## src/rtl/color_pipe_pkg.sv

```systemverilog
// -----------------------------------------------------------------------------
// color_pipe_pkg
// Shared definitions for the colour/intensity correction pipeline:
//   - configuration register addresses (offsets 0..2, gains 3..5, 6..7 unused)
//   - default geometry, black-level offsets and gains
//   - width helper functions for the product, multiply and config bus
//   - the packed video timing bundle carried down the delay line
//   - the 2x2 ordered-dither rank lookup used when COLOR_DITHER_EN is defined
// -----------------------------------------------------------------------------
package color_pipe_pkg;

    // Configuration register map
    localparam logic [2:0] CFG_OFF_R  = 3'd0;
    localparam logic [2:0] CFG_OFF_G  = 3'd1;
    localparam logic [2:0] CFG_OFF_B  = 3'd2;
    localparam logic [2:0] CFG_GAIN_R = 3'd3;
    localparam logic [2:0] CFG_GAIN_G = 3'd4;
    localparam logic [2:0] CFG_GAIN_B = 3'd5;

    // Default geometry
    localparam int DEF_IN_W  = 4;
    localparam int DEF_I_W   = 4;
    localparam int DEF_G_W   = 8;
    localparam int DEF_SHIFT = 11;
    localparam int DEF_OUT_W = 4;

    // Default black levels and gains, matching the original palette math
    localparam int DEF_OFF_R  = 'h50;
    localparam int DEF_OFF_G  = 'h00;
    localparam int DEF_OFF_B  = 'h30;
    localparam int DEF_GAIN_R = 'h7D;
    localparam int DEF_GAIN_G = 'h72;
    localparam int DEF_GAIN_B = 'h7F;

    // Video timing bundle; blanks idle high, syncs idle low
    typedef struct packed {
        logic hblank;
        logic vblank;
        logic hs;
        logic vs;
    } timing_t;

    localparam timing_t TIMING_RESET = '{hblank: 1'b1, vblank: 1'b1, hs: 1'b0, vs: 1'b0};

    // Width of the colour * intensity product
    function automatic int p_width(input int in_w, input int i_w);
        return in_w + i_w;
    endfunction

    // Width of the (product - offset) * gain result
    function automatic int m_width(input int p_w, input int g_w);
        return p_w + g_w;
    endfunction

    // Config data bus is wide enough for either an offset or a gain
    function automatic int cfg_width(input int p_w, input int g_w);
        return (p_w > g_w) ? p_w : g_w;
    endfunction

    // 2x2 Bayer rank indexed by {line_odd, pix_odd}
    function automatic logic [1:0] dither_rank(input logic [1:0] idx);
        logic [1:0] rank;
        case (idx)
            2'd0:    rank = 2'd0;
            2'd1:    rank = 2'd2;
            2'd2:    rank = 2'd3;
            default: rank = 2'd1;
        endcase
        return rank;
    endfunction

endpackage

```

## src/rtl/color_channel_stage.sv

```systemverilog
// -----------------------------------------------------------------------------
// color_channel_stage
// Three-stage datapath for one colour channel, advanced only when ce_pix=1:
//   S1: prod = colour * intensity
//   S2: diff = prod - offset, clamped at zero
//   S3: out  = saturate((diff * gain [+ dither]) >> SHIFT)
// Offset and gain are captured with the pixel at S1 and carried alongside it
// so a mid-stream commit never mixes old and new settings within one pixel.
// Optional: COLOR_DITHER_EN adds a per-pixel dither rank input (rank_i) that
// travels with the pixel and is added before the final shift.
//
// Ports:
//   clk_sys  in   pixel clock
//   reset    in   asynchronous active-high reset
//   ce_pix   in   pipeline advance enable
//   c_i      in   raw colour channel
//   i_i      in   intensity
//   off_i    in   active black-level offset
//   gain_i   in   active gain
//   rank_i   in   dither rank (only with COLOR_DITHER_EN)
//   c_o      out  corrected, saturated channel value
// -----------------------------------------------------------------------------
module color_channel_stage
    import color_pipe_pkg::*;
#(
    parameter int IN_W  = DEF_IN_W,
    parameter int I_W   = DEF_I_W,
    parameter int G_W   = DEF_G_W,
    parameter int SHIFT = DEF_SHIFT,
    parameter int OUT_W = DEF_OUT_W
) (
    input  logic                              clk_sys,
    input  logic                              reset,
    input  logic                              ce_pix,
    input  logic [IN_W-1:0]                   c_i,
    input  logic [I_W-1:0]                    i_i,
    input  logic [p_width(IN_W, I_W)-1:0]     off_i,
    input  logic [G_W-1:0]                    gain_i,
`ifdef COLOR_DITHER_EN
    input  logic [1:0]                        rank_i,
`endif
    output logic [OUT_W-1:0]                  c_o
);

    localparam int P_W = p_width(IN_W, I_W);
    localparam int M_W = m_width(P_W, G_W);
    // One extra bit so the dither add can never wrap the multiply result
    localparam int S_W = M_W + 1;
    localparam logic [S_W-1:0] OUT_MAX = {{(S_W-OUT_W){1'b0}}, {OUT_W{1'b1}}};

    logic [P_W-1:0]   prod_q, prod_d;
    logic [P_W-1:0]   offS1_q;
    logic [G_W-1:0]   gainS1_q;
    logic [P_W-1:0]   diff_q, diff_d;
    logic [G_W-1:0]   gainS2_q;
    logic [OUT_W-1:0] out_q, out_d;
    logic [M_W-1:0]   mult;
    logic [S_W-1:0]   sum;
    logic [S_W-1:0]   shifted;

`ifdef COLOR_DITHER_EN
    logic [1:0] rankS1_q;
    logic [1:0] rankS2_q;
`endif

    // Stage arithmetic: product, clamped subtraction, gain/shift/saturate
    always_comb begin
        prod_d  = P_W'(c_i) * P_W'(i_i);
        diff_d  = (prod_q > offS1_q) ? (prod_q - offS1_q) : '0;
        mult    = M_W'(diff_q) * M_W'(gainS2_q);
`ifdef COLOR_DITHER_EN
        sum     = S_W'(mult) + (S_W'(rankS2_q) << (SHIFT - 2));
`else
        sum     = S_W'(mult);
`endif
        shifted = sum >> SHIFT;
        out_d   = (shifted > OUT_MAX) ? {OUT_W{1'b1}} : shifted[OUT_W-1:0];
    end

    // Stage registers; offset/gain ride along with the pixel they belong to
    always_ff @(posedge clk_sys or posedge reset) begin
        if (reset) begin
            prod_q   <= '0;
            offS1_q  <= '0;
            gainS1_q <= '0;
            diff_q   <= '0;
            gainS2_q <= '0;
            out_q    <= '0;
        end else if (ce_pix) begin
            prod_q   <= prod_d;
            offS1_q  <= off_i;
            gainS1_q <= gain_i;
            diff_q   <= diff_d;
            gainS2_q <= gainS1_q;
            out_q    <= out_d;
        end
    end

`ifdef COLOR_DITHER_EN
    // Dither rank follows the pixel down to the final stage
    always_ff @(posedge clk_sys or posedge reset) begin
        if (reset) begin
            rankS1_q <= '0;
            rankS2_q <= '0;
        end else if (ce_pix) begin
            rankS1_q <= rank_i;
            rankS2_q <= rankS1_q;
        end
    end
`endif

    assign c_o = out_q;

endmodule

```

## src/rtl/color_intensity_pipe.sv

```systemverilog
// -----------------------------------------------------------------------------
// color_intensity_pipe
// Pipelined colour/intensity correction between the williams2 video outputs
// and arcade_video. Each channel computes
//   saturate(((c*i - off) clamped at 0) * gain >> SHIFT)
// with a fixed latency of three ce_pix cycles; blank/sync are delayed by the
// same amount and colour is forced to zero while the delayed blank is active.
// Offsets and gains are written into shadow registers at any time and copied
// to the active set together on the ce_pix cycle where vblank_in rises.
//
// Optional feature macro: COLOR_DITHER_EN (2x2 ordered dither before shift).
//
// Ports:
//   clk_sys                               in   pixel clock
//   reset                                 in   asynchronous active-high reset
//   ce_pix                                in   pipeline advance enable
//   r_in/g_in/b_in                        in   raw colour
//   i_in                                  in   intensity
//   hblank_in/vblank_in/hs_in/vs_in       in   video timing
//   cfg_we/cfg_addr/cfg_data              in   shadow register write port
//   cfg_pending                           out  shadow differs from active
//   r_out/g_out/b_out                     out  corrected colour
//   hblank_out/vblank_out/hs_out/vs_out   out  timing delayed three ce_pix cycles
// -----------------------------------------------------------------------------
module color_intensity_pipe
    import color_pipe_pkg::*;
#(
    parameter int IN_W   = DEF_IN_W,
    parameter int I_W    = DEF_I_W,
    parameter int G_W    = DEF_G_W,
    parameter int SHIFT  = DEF_SHIFT,
    parameter int OUT_W  = DEF_OUT_W,
    parameter int OFF_R  = DEF_OFF_R,
    parameter int OFF_G  = DEF_OFF_G,
    parameter int OFF_B  = DEF_OFF_B,
    parameter int GAIN_R = DEF_GAIN_R,
    parameter int GAIN_G = DEF_GAIN_G,
    parameter int GAIN_B = DEF_GAIN_B
) (
    input  logic                                              clk_sys,
    input  logic                                              reset,
    input  logic                                              ce_pix,
    input  logic [IN_W-1:0]                                   r_in,
    input  logic [IN_W-1:0]                                   g_in,
    input  logic [IN_W-1:0]                                   b_in,
    input  logic [I_W-1:0]                                    i_in,
    input  logic                                              hblank_in,
    input  logic                                              vblank_in,
    input  logic                                              hs_in,
    input  logic                                              vs_in,
    input  logic                                              cfg_we,
    input  logic [2:0]                                        cfg_addr,
    input  logic [cfg_width(p_width(IN_W, I_W), G_W)-1:0]     cfg_data,
    output logic                                              cfg_pending,
    output logic [OUT_W-1:0]                                  r_out,
    output logic [OUT_W-1:0]                                  g_out,
    output logic [OUT_W-1:0]                                  b_out,
    output logic                                              hblank_out,
    output logic                                              vblank_out,
    output logic                                              hs_out,
    output logic                                              vs_out
);

    localparam int P_W = p_width(IN_W, I_W);

    logic [P_W-1:0]   offShadow_q  [3];
    logic [P_W-1:0]   offActive_q  [3];
    logic [G_W-1:0]   gainShadow_q [3];
    logic [G_W-1:0]   gainActive_q [3];
    logic             cfgPending_q, cfgPending_d;
    timing_t          tmg_q [3];
    timing_t          tmgIn;
    logic [2:0]       valid_q;
    logic             commit;
    logic             blankOut;
    logic [IN_W-1:0]  colIn  [3];
    logic [OUT_W-1:0] colOut [3];

    // tmg_q[0] holds vblank_in from the previous ce_pix edge, so this is a
    // ce-qualified rising edge; reset leaves it high so no spurious commit.
    assign commit = ce_pix & vblank_in & ~tmg_q[0].vblank;

    assign tmgIn = '{hblank: hblank_in, vblank: vblank_in, hs: hs_in, vs: vs_in};

    // Shadow writes and frame-start commit. Commit copies the shadow contents
    // as they were before this edge, so a coincident write stays pending.
    always_ff @(posedge clk_sys or posedge reset) begin
        if (reset) begin
            offShadow_q[0]  <= P_W'(OFF_R);
            offShadow_q[1]  <= P_W'(OFF_G);
            offShadow_q[2]  <= P_W'(OFF_B);
            gainShadow_q[0] <= G_W'(GAIN_R);
            gainShadow_q[1] <= G_W'(GAIN_G);
            gainShadow_q[2] <= G_W'(GAIN_B);
            offActive_q[0]  <= P_W'(OFF_R);
            offActive_q[1]  <= P_W'(OFF_G);
            offActive_q[2]  <= P_W'(OFF_B);
            gainActive_q[0] <= G_W'(GAIN_R);
            gainActive_q[1] <= G_W'(GAIN_G);
            gainActive_q[2] <= G_W'(GAIN_B);
        end else begin
            if (commit) begin
                offActive_q  <= offShadow_q;
                gainActive_q <= gainShadow_q;
            end
            if (cfg_we) begin
                case (cfg_addr)
                    CFG_OFF_R:  offShadow_q[0]  <= cfg_data[P_W-1:0];
                    CFG_OFF_G:  offShadow_q[1]  <= cfg_data[P_W-1:0];
                    CFG_OFF_B:  offShadow_q[2]  <= cfg_data[P_W-1:0];
                    CFG_GAIN_R: gainShadow_q[0] <= cfg_data[G_W-1:0];
                    CFG_GAIN_G: gainShadow_q[1] <= cfg_data[G_W-1:0];
                    CFG_GAIN_B: gainShadow_q[2] <= cfg_data[G_W-1:0];
                    default: ;
                endcase
            end
        end
    end

    // Pending flag: cleared by a commit, otherwise reflects shadow != active
    always_comb begin
        cfgPending_d = 1'b0;
        if (!commit) begin
            for (int ch = 0; ch < 3; ch++) begin
                if ((offShadow_q[ch] != offActive_q[ch]) ||
                    (gainShadow_q[ch] != gainActive_q[ch])) begin
                    cfgPending_d = 1'b1;
                end
            end
        end
    end

    always_ff @(posedge clk_sys or posedge reset) begin
        if (reset) begin
            cfgPending_q <= 1'b0;
        end else begin
            cfgPending_q <= cfgPending_d;
        end
    end

    // Timing delay line and valid tracking, matched to the colour latency
    always_ff @(posedge clk_sys or posedge reset) begin
        if (reset) begin
            tmg_q[0] <= TIMING_RESET;
            tmg_q[1] <= TIMING_RESET;
            tmg_q[2] <= TIMING_RESET;
            valid_q  <= '0;
        end else if (ce_pix) begin
            tmg_q[0] <= tmgIn;
            tmg_q[1] <= tmg_q[0];
            tmg_q[2] <= tmg_q[1];
            valid_q  <= {valid_q[1:0], 1'b1};
        end
    end

`ifdef COLOR_DITHER_EN
    logic       pixOdd_q;
    logic       lineOdd_q;
    logic [1:0] ditherRank;

    // Screen-position parity for the 2x2 dither grid. hs rising edge is found
    // against the previous ce-sampled hs held in the delay line.
    always_ff @(posedge clk_sys or posedge reset) begin
        if (reset) begin
            pixOdd_q  <= 1'b0;
            lineOdd_q <= 1'b0;
        end else if (ce_pix) begin
            pixOdd_q <= hblank_in ? 1'b0 : ~pixOdd_q;
            if (vblank_in) begin
                lineOdd_q <= 1'b0;
            end else if (hs_in && !tmg_q[0].hs) begin
                lineOdd_q <= ~lineOdd_q;
            end
        end
    end

    assign ditherRank = dither_rank({lineOdd_q, pixOdd_q});
`endif

    assign colIn[0] = r_in;
    assign colIn[1] = g_in;
    assign colIn[2] = b_in;

    for (genvar ch = 0; ch < 3; ch++) begin : g_chan
        color_channel_stage #(
            .IN_W  (IN_W),
            .I_W   (I_W),
            .G_W   (G_W),
            .SHIFT (SHIFT),
            .OUT_W (OUT_W)
        ) u_stage (
            .clk_sys (clk_sys),
            .reset   (reset),
            .ce_pix  (ce_pix),
            .c_i     (colIn[ch]),
            .i_i     (i_in),
            .off_i   (offActive_q[ch]),
            .gain_i  (gainActive_q[ch]),
`ifdef COLOR_DITHER_EN
            .rank_i  (ditherRank),
`endif
            .c_o     (colOut[ch])
        );
    end

    // Colour is suppressed while the aligned blank is active or the pipe is
    // still refilling after reset.
    assign blankOut = tmg_q[2].hblank | tmg_q[2].vblank | ~valid_q[2];

    assign r_out       = blankOut ? '0 : colOut[0];
    assign g_out       = blankOut ? '0 : colOut[1];
    assign b_out       = blankOut ? '0 : colOut[2];
    assign hblank_out  = tmg_q[2].hblank;
    assign vblank_out  = tmg_q[2].vblank;
    assign hs_out      = tmg_q[2].hs;
    assign vs_out      = tmg_q[2].vs;
    assign cfg_pending = cfgPending_q;

endmodule

```

## config.mk

```make
export PLATFORM = sky130hd
export DESIGN_NAME = color_intensity_pipe
export DESIGN_NICKNAME = d
export VERILOG_FILES = /design/src/rtl/color_pipe_pkg.sv /design/src/rtl/color_channel_stage.sv /design/src/rtl/color_intensity_pipe.sv
export SDC_FILE = /design/constraint.sdc
export NUM_CORES = 1
export LEC_CHECK = 0
export BUFFER_PORTS_ARGS = -buffer_cell sky130_fd_sc_hd__buf_2
export CAP_MARGIN = 20
export CORE_AREA = 3 3 219 221
export CTS_BUF_LIST = sky130_fd_sc_hd__clkbuf_2
export DETAILED_ROUTE_END_ITERATION = 6
export DIE_AREA = 0 0 222 224
export SETUP_SLACK_MARGIN = 0.3
export SYNTH_ARGS = -nofsm -noshare
export SYNTH_HDL_FRONTEND = slang
export SYNTH_SLANG_ARGS = --single-unit
```

## constraint.sdc

```tcl
create_clock -name clk_sys -period 13.4 [get_ports clk_sys]
set_clock_uncertainty 0.05 [all_clocks]
set_input_delay 0 -clock clk_sys [delete_from_list [all_inputs] [get_ports clk_sys]]
set_output_delay 0 -clock clk_sys [all_outputs]
set_load 0.05 [all_outputs]
```

==> results.md <==
* Run status: completed
* Number of DRC markers in iteration 0 at 439
* Crit path required time at 14020 ps
* First-pass GRT wire length at 63400 um
* Area grow syn2layout at 13.6%
* Initial Utilization at 37.7%
* Gp weighted congestion at 0.794
* Period utilization at 37.3%
* Final setup vio count at 0
* MaxCap Viol Count at 0
* Switch share at 42.4%
* Avg WL per Cell at 15.1 um
* Resize count post-CTS at 0
* Unrepaired setup endpoints after global routing: no
* Post-CTS Setup Bufs at 0
* Accumulated negative setup slack at 0 ps
* Clock Sinks at 244
* Detail Placement HPWL at 26800 um
* Ys Warns at 0
* Max H-tree Level at 3
* Remaining global-route overflow at 0
* Slowest-stage cell, CP: fa_1
* Cell-internal power at 2.08 mW
* Via-to-Cell Ratio at 4.84
* Slew @ Worst Pin at 952 ps
* DRC violations left at 0
* Syn Nets at 1898
* Nets at 2067
* Hold Buf Count CTS at 79
* Share of the synthesized area in the top cell type at 28.1%
* Clock Latency Late Sink at 820 ps
* Top cells by count, synth: inv_1, dfrtp_1, and2_1
* Pin count of the biggest net entering global routing at 119
* Hold Violations, Final at 0
* CTS tree: yes
* Sequential Power Share at 35.3%
* Max_slew headroom at 36.6%
* CTS buffer count at 67
* R2R cell count at 15
* Layout cells sized above 1 at 22.6%
* Post-Synthesis Cells at 1584
* Combinational share of power at 49.3%
* Die height at 224 um
* Crit-path max FO at 9
* Avg Cell Area, Syn at 11.0 sq um
* Vias in the first global route at 12.5k
* Most frequent cell after synthesis: inv_1
* Area contributors post-synth: dfrtp_1, fa_1, mux2_2
* Routed Antenna Nets at 0
* Reg2reg end: g_chan[0].u_stage.c_o[3]
* Max clock buf depth at 3
* Cell variety after synth at 56
* Slew Limit Fails at 0
* Power Density at 182 mW/mm^2
* CP startpoint kind: register
* Largest stage delay, worst path at 550 ps
* Hold WS at 92.8 ps
* Yosys reg bits at 244
* Mapped cell area at 0.0175 sq mm
* Sw Pwr at 1.54 mW
* Boundary Pins at 52
* Main synth FF type: dfrtp_1
* Worst Setup End Kind: register
* Critical path arrival at 5620 ps
* Core Footprint at 0.0464 sq mm
* Worst min-delay path class: in -> reg
* Drt pass-1 iters at 6
* Lkg Pwr at 9.88 nW
* Initial antenna violation count at 0
* Setup crit end: g_chan[0].u_stage.c_o[3]
* CTS root buf: clkbuf_2
* Port Buffers at 51
* Most used cell, CP: fa_1
* Full die area at 0.0497 sq mm
* Tot GR Track Use at 15.3%
* Die W at 222 um
* Total number of vias at 11.7k
* Sequential fraction of the synthesis area at 35.3%
* Core Rows at 79
* CP Class: reg -> reg
* Reg2reg start: g_chan[0].u_stage.gainS2_q[7]
* Crit-path leading delay family: adder cells
* Post-synth EDFFs at 0
* Crit path depth at 15
* R2R Setup Slk at 8400 ps
* Fin crit period at 5000 ps
* WL final at 36600 um
* Largest area contributor in the netlist: dfrtp_1
* Worst VDD drop at 0.000121 V
* CP startpoint: g_chan[0].u_stage.gainS2_q[7]
* Clock Pin Slew Worst Setup and Hold Paths at 100 ps
* Worst path cell trace: and2_1 > fa_1 > fa_1 > fa_1 > inv_1 > fa_1 > inv_1 > ha_1 > a211o_1 > a41oi_1 > a21oi_2 > a31o_2 > nor4b_1 > a221o_1 > a21oi_1
* Achievable frequency at 200 MHz
* Worst Path Buf+Inv at 2
* Clk pwr share at 15.4%
* Asr flop ratio synth at 100%
tightest hold or removal path: cells and delay by family:
| family | cells | cell delay [ps] |
|---|---|---|
| buffers and inverters | 2 | 740 |
| and+or+nand+nor | 1 | 110 |
| AOI/OAI and AO/OA | 1 | 70 |
power groups by stage:
stage / logic [mW] / registers (mW) / clock network, mW
2_1_floorplan: 1.40 / 1.18 / 0
3_3_place_gp: 1.72 / 1.28 / 0
3_5_place_dp: 1.77 / 1.30 / 0
4_1_cts: 1.82 / 1.28 / 0.587
5_1_grt: 2.09 / 1.32 / 0.625
6_report: 1.78 / 1.28 / 0.559
worst min path at each step:
stage	start	to	slack, ps	depth (start not counted)
3_5_place_dp	hblank_in	tmg_q[11]	190	2
6_report	i_in[0]	g_chan[2].u_stage.prod_q[0]	90	4
2_1_floorplan	r_in[0]	g_chan[0].u_stage.prod_q[0]	100	2
4_1_cts	i_in[0]	g_chan[2].u_stage.prod_q[0]	2	4
3_3_place_gp	hs_in	tmg_q[9]	180	2
5_1_grt	cfg_data[1]	gainShadow_q[1]	30	3
cells in the final DEF (no fill, tap or decap), types with 4 or more instances in the layout:
cell type and n:
or3_1 4, nand2b_1 6, a31oi_1 5, dlygate4sd3_1 79, clkinv_1 12, nand3_1 5, nor2_1 26, a21o_1 26
nor3_1 9, nand4_1 13, xor2_1 62, o22a_1 4, o21a_1 6, nor2b_1 10, o21ai_0 40, xnor2_1 24
nand2_1 89, a21oi_1 41, fa_1 120, inv_1 202, ha_1 159, and2_1 185, a31o_2 6, clkbuf_2 99
dfrtp_1 196, clkinv_2 5, mux2_2 179, nor4_1 12, buf_4 5, buf_2 50, o22ai_1 26, dfstp_2 48
state kept, by name (all words and copies together), names as in the netlist:
name / cells
gainShadow_q: 24
valid_q: 3
vblank_out: 1
g_chan.u_stage.c_o: 12
hblank_out: 1
g_chan.u_stage.diff_q: 24
offShadow_q: 24
g_chan.u_stage.offS1_q: 24
hs_out: 1
tmg_q: 8
gainActive_q: 24
offActive_q: 24
g_chan.u_stage.gainS2_q: 24
vs_out: 1
g_chan.u_stage.prod_q: 24
g_chan.u_stage.gainS1_q: 24
cfg_pending: 1
cells by family (layout without fill, tap and decap cells):
kind of cell / count (synthesis) / in the layout / share of synthesized area (%)
AO/OA/AOI/OAI: 179 / 179 / 6.63
XOR/XNOR: 86 / 86 / 4.31
adder cells (fa/ha/maj): 279 / 279 / 25.1
buffers and inverters: 238 / 460 / 5.11
flip-flops: 244 / 244 / 35.3
multiplexers: 180 / 180 / 11.6
other: 0 / 1 / 0
AND/OR/NAND/NOR: 378 / 378 / 12.0
per-layer routing:
| metal | routed length [um] | track usage, % | up-vias |
|---|---|---|---|
| met3 | 1100 | 2.29 | 49 |
| met2 | 17000 | 24.9 | 154 |
| met4 | 544 | 3.88 | 0 |
| met1 | 18000 | 21.7 | 5820 |
| li1 | - | - | 5658 |
| met5 | 0 | 0 | - |
area by class of cell:
cell class                 count  area, sq um
inverter                     203          769
antenna                        1         2.50
clock buffer                  99          495
timing repair buffer         135         1090
fill                        4421        26500
clock inverter                23          158
multi-input combinational   1102        10400
sequential                   244         6170
tap                          607          759
per-stage QoR:
step / total power, mW / utilization, % / instance area, sq um / cells / setup slack, ps
2_1_floorplan: 2.59 / - / 17500 / 1584 / 6730
3_3_place_gp: 3.01 / 39.7 / 18400 / 2212 / 8560
3_5_place_dp: 3.07 / 39.7 / 18400 / 2212 / 8400
4_1_cts: 3.69 / 42.8 / 19900 / 2413 / 8380
5_1_grt: 4.04 / 42.8 / 19900 / 2413 / 8150
6_report: 3.62 / 42.9 / 19900 / 2414 / 8400
(Power assumes the default switching activity.)
